===== src/rtl/tdm_demux.sv =====
// TDM receive demux: steers each valid word of a framed stream to its slot's channel register.
// One register stage from accepted word to ch_data/ch_valid; no backpressure, every valid word is consumed or discarded.
module tdm_demux #(
   parameter int WIDTH  = 8,
   parameter int NUM_CH = 4,
   parameter int SLOT_W = $clog2(NUM_CH)
) (
   input  logic                    clk,
   input  logic                    rst_n,
   input  logic [WIDTH-1:0]        din,
   input  logic                    din_valid,
   input  logic                    sync_in,
   output logic [NUM_CH*WIDTH-1:0] ch_data,
   output logic [NUM_CH-1:0]       ch_valid,
   output logic                    frame_done,
   output logic                    locked,
   output logic                    sync_err,
   output logic [SLOT_W-1:0]       slot
);

   localparam logic [SLOT_W-1:0] LAST_SLOT = SLOT_W'(NUM_CH - 1);
   localparam logic [SLOT_W-1:0] SLOT_ONE  = SLOT_W'(1);

   typedef enum logic {HUNT, LOCKED} state_t;

   state_t            state, state_nxt;
   logic [SLOT_W-1:0] slot_nxt;
   logic              wr_en;
   logic [SLOT_W-1:0] wr_ch;
   logic              done_nxt;
   logic              err_nxt;

   always_ff @(posedge clk) begin
      if (!rst_n) begin
         state <= HUNT;
         slot  <= '0;
      end else begin
         state <= state_nxt;
         slot  <= slot_nxt;
      end
   end

   always_comb begin
      state_nxt = state;
      slot_nxt  = slot;
      wr_en     = 1'b0;
      wr_ch     = '0;
      done_nxt  = 1'b0;
      err_nxt   = 1'b0;
      if (din_valid) begin
         case (state)
            HUNT: begin
               if (sync_in) begin
                  wr_en     = 1'b1;
                  slot_nxt  = SLOT_ONE;
                  state_nxt = LOCKED;
               end
            end
            LOCKED: begin
               if (sync_in) begin
                  // Early sync restarts the frame; the partial frame gets no frame_done.
                  err_nxt  = (slot != '0);
                  wr_en    = 1'b1;
                  slot_nxt = SLOT_ONE;
               end else if (slot == '0) begin
                  err_nxt   = 1'b1;
                  state_nxt = HUNT;
               end else begin
                  wr_en = 1'b1;
                  wr_ch = slot;
                  if (slot == LAST_SLOT) begin
                     done_nxt = 1'b1;
                     slot_nxt = '0;
                  end else begin
                     slot_nxt = slot + SLOT_ONE;
                  end
               end
            end
            default: state_nxt = HUNT;
         endcase
      end
   end

   always_ff @(posedge clk) begin
      if (!rst_n) begin
         ch_data    <= '0;
         ch_valid   <= '0;
         frame_done <= 1'b0;
         sync_err   <= 1'b0;
      end else begin
         frame_done <= done_nxt;
         sync_err   <= err_nxt;
         for (int i = 0; i < NUM_CH; i++) begin
            ch_valid[i] <= wr_en && (wr_ch == SLOT_W'(i));
            if (wr_en && (wr_ch == SLOT_W'(i)))
               ch_data[i*WIDTH +: WIDTH] <= din;
         end
      end
   end

   assign locked = (state == LOCKED);

endmodule

===== config.mk =====
export PLATFORM = sky130hd
export DESIGN_NAME = tdm_demux
export DESIGN_NICKNAME = d
export VERILOG_FILES = /design/src/rtl/tdm_demux.sv
export SDC_FILE = /design/constraint.sdc
export NUM_CORES = 1
export LEC_CHECK = 0
export ABC_AREA = 1
export BUFFER_PORTS_ARGS = -buffer_cell sky130_fd_sc_hd__buf_2
export CAP_MARGIN = 30
export CORE_MARGIN = 2
export CORE_UTILIZATION = 45
export CTS_CLUSTER_SIZE = 10
export DETAILED_ROUTE_END_ITERATION = 12
export PLACE_DENSITY = 0.77
export SKIP_CTS_REPAIR_TIMING = 1
export SYNTH_ARGS = -nofsm -noshare
export SYNTH_HDL_FRONTEND = slang
export SYNTH_SLANG_ARGS = --single-unit

===== constraint.sdc =====
create_clock -name clk -period 1.39 [get_ports clk]
set_input_delay 0.0695 -clock clk [delete_from_list [all_inputs] [get_ports clk]]
set_output_delay 0.0695 -clock clk [all_outputs]
set_load 0.05 [all_outputs]

==> flow_metrics.env <==
export IMPL_portBuffers=52
export IMPL_grt_pass1_vias=1339
export IMPL_worstPathRequired_ns=1.57
export IMPL_n_antenna_cell=0
export IMPL_pre_cts_slack_ns=-0.0277
export IMPL_rr_worst_depth=9
export IMPL_nNetsFinal=317
export IMPL_fillCellCount=317
export IMPL_worst_setup_path_type="flip-flop to flip-flop"
export IMPL_cts_buffers=5
export IMPL_slew_headroom_pct=79.4
export IMPL_power_mw=2.33
export IMPL_first_iter_violations=54
export IMPL_critPathLaunchType="flip-flop"
export IMPL_start_util_pct=46.3
export IMPL_p_leak_nw=1.15
export IMPL_worstMarginPinSlew_ns=0.310
export IMPL_setup_worst_path_end="ch_data[19]"
export IMPL_hold_viol=0
export IMPL_crit_cells=9
export IMPL_drt_first_pass_iters=4
export IMPL_tns_ns=-0.0299
export IMPL_dp_hpwl_mm=2.72
export IMPL_die_w_um=64.9
export IMPL_grt_usage_pct=19.0
export IMPL_cp_slowest_cell="dfxtp_4"
export IMPL_clock_sinks=41
export IMPL_cpPeakStageDelay_ns=0.37
export IMPL_power_frac_seq_pct=52.4
export IMPL_pwr_share_comb_pct=15.8
export IMPL_drive_above_1_share_pct=33.7
export IMPL_ant_nets=0
export IMPL_rr_endpoint="ch_data[19]"
export IMPL_crit_family="simple AND/OR/NAND/NOR gates"
export IMPL_clkTransAtPathRegs_ns=0.08
export IMPL_design_die_area_mm2=0.00421
export IMPL_cap_violations=0
export IMPL_ys_warn_count=0
export IMPL_syn_area_mm2=0.00167
export IMPL_violations="negative setup slack"
export IMPL_syn_area_per_cell_um2=7.04
export IMPL_rows=22
export IMPL_cp_cell_sequence="inv_6 -> ha_4 -> nor2_4 -> nand2_4 -> nor2_4 -> buf_4 -> nand2_1 -> nand2_1 -> nor2_1"
export IMPL_ys_seq_area_share_pct=49.2
export IMPL_path_max_fanout=7
export IMPL_grt_pass1_wl_mm=6.02
export IMPL_synth_nets=252
export IMPL_power_density_mw_per_mm2=1020
export IMPL_timing_final_ws_setup_ns=-0.0234
export IMPL_antenna_found_initial=0
export IMPL_worstPathArrival_ns=1.59
export IMPL_rr_startpoint="slot[1]"
export IMPL_root_buffer="clkbuf_8"
export IMPL_place_congestion=0.874
export IMPL_vias=1640
export IMPL_finClkSkew_ns=0.0112
export IMPL_whs_ns=0.0474
export IMPL_syn2layout_area_growth_pct=36.6
export IMPL_min_path_type="input pin to flip-flop"
export IMPL_pwr_share_clk_pct=31.9
export IMPL_r2r_slack_ns=-0.02
export IMPL_cts_tree="yes"
export IMPL_core_area_mm2=0.00361
export IMPL_stdcell_count=351
export IMPL_vias_per_cell=4.67
export IMPL_rsz0062_at_grt="yes"
export IMPL_ios=53
export IMPL_yosysUniqueCellTypes=22
export IMPL_clock_path_buffers=2
export IMPL_synth_seq_cells=41
export IMPL_power_switching_uw=665
export IMPL_netlist_instances=237
export IMPL_gr_usage_met2_pct=28.1
export IMPL_top_usage_layer="met2"
export IMPL_fin_crit_sh_pct=102
export IMPL_min_period_ns=1.41
export IMPL_wl_per_cell_um=10.9
export IMPL_cp_num_buf_inv=2
export IMPL_grt_util_met1_pct=25.4
export IMPL_drv_slew=0
export IMPL_drc=0
export IMPL_cp_end_kind="flip-flop"
export IMPL_setup_viol=2
export IMPL_ir_drop_mv=0.561
export IMPL_netSwitchingFraction_pct=28.6
export IMPL_worstSetupStartpoint="slot[1]"
export IMPL_cts_htree_levels=2
export IMPL_fmax_mhz=708
export IMPL_insertion_delay_ns=0.30
export IMPL_grt_remaining_overflow=0
export IMPL_status="finished with violations"
export IMPL_dp_cells=340
export IMPL_wl_mm=3.84
export IMPL_grt_max_degree=19
export IMPL_p_int_mw=1.66
export IMPL_use_met3_pct=4.86
export IMPL_die_y_um=64.9
placed cells by master (no fill, tap or decap):
master and count:
nor2_1 69, nand2_1 52, buf_2 52, dfxtp_1 38
nand3_1 19, inv_1 11, buf_4 11, nor2_4 6
nand2_2 5, clkbuf_8 5, nor3_1 4, inv_6 3
nand2_4 3, dfxtp_4 3, inv_2 2, nor2_2 2
a211oi_1 2, ha_4 2, clkinv_2 2, nand3_2 1
inv_4 1, nor3_4 1, a21oi_1 1, nor3b_1 1
a21oi_2 1, o21ai_1 1, o21ai_0 1, ha_1 1
clkbuf_1 1, buf_6 1, buf_12 1
worst min-delay path, cell delays in order:
cell and delay, ns:
buf_2 0.12, nand2_1 0.06, a211oi_1 0.06
layer usage:
layer | vias up | share of wire [%]
met5 | - | 0
met4 | 0 | 1.7
met3 | 5 | 6.0
met2 | 50 | 45
met1 | 724 | 48
li1 | 861 | -
flip-flops by register name, indices dropped and copies added, names as in the netlist:
name / count
ch_valid: 4
slot: 2
locked: 1
frame_done: 1
ch_data: 32
sync_err: 1
worst min path at each step:
stage / endpoint / slack (ns) / cells after the start / from
after floorplan: frame_done / 0.21 / 2 / din_valid
after global placement: sync_err / 0.36 / 3 / sync_in
after detailed placement: sync_err / 0.36 / 3 / sync_in
after CTS: sync_err / 0.05 / 3 / sync_in
after global routing: sync_err / 0.06 / 3 / sync_in
final: sync_err / 0.05 / 3 / sync_in
stage by stage:
stage               area, um^2  utilization, %
floorplan                 1760               -
finish                    2280            63.2
CTS                       2200            61.0
detailed placement        2120            58.7
global route              2280            63.2
global placement          2120            58.7
cell type report:
| cell class | instances | area, um^2 | area share, % |
|---|---|---|---|
| timing repair buffer | 65 | 374 | 16.4 |
| multi-input combinational | 172 | 850 | 37.3 |
| inverter | 17 | 81.3 | 3.57 |
| clock buffer | 6 | 72.6 | 3.18 |
| tap | 48 | 60.1 | 2.63 |
| sequential | 41 | 832 | 36.5 |
| clock inverter | 2 | 10.0 | 0.439 |
cells by family (layout without fill, tap and decap cells):
group | after synthesis | count (layout) | share of synthesized area, %
flip-flops | 41 | 41 | 49.2
buffers and inverters | 24 | 90 | 5.92
adder cells (fa/ha/maj) | 3 | 3 | 2.25
AO/OA/AOI/OAI | 6 | 6 | 2.10
AND/OR/NAND/NOR | 163 | 163 | 40.6
synth_stat cells:
library cell / instances / area share [%]
nand3_2: 1 / 0.60
nand2_2: 1 / 0.38
buf_2: 1 / 0.30
inv_1: 14 / 3.1
a21oi_1: 2 / 0.60
buf_4: 2 / 0.90
nor2_2: 1 / 0.38
ha_1: 3 / 2.2
inv_2: 3 / 0.67
o21ai_0: 1 / 0.30
nor3_2: 1 / 0.60
nor3_1: 4 / 1.2
buf_1: 3 / 0.67
clkbuf_1: 1 / 0.22
a211oi_1: 2 / 0.90
nand3_1: 19 / 5.7
nor3b_1: 1 / 0.45
nor2_1: 74 / 17
nor2_4: 2 / 1.3
o21ai_1: 1 / 0.30
dfxtp_1: 41 / 49
nand2_1: 59 / 13
power by group through the flow:
| stage | clock network, mW | registers (mW) | logic (mW) |
|---|---|---|---|
| floorplan | 0 | 1.34 | 0.155 |
| detailed placement | 0 | 1.24 | 0.342 |
| global placement | 0 | 1.24 | 0.340 |
| CTS | 0.760 | 1.22 | 0.343 |
| global route | 0.810 | 1.22 | 0.396 |
| finish | 0.741 | 1.22 | 0.367 |
No activity file was read; power rests on OpenSTA's default activity.
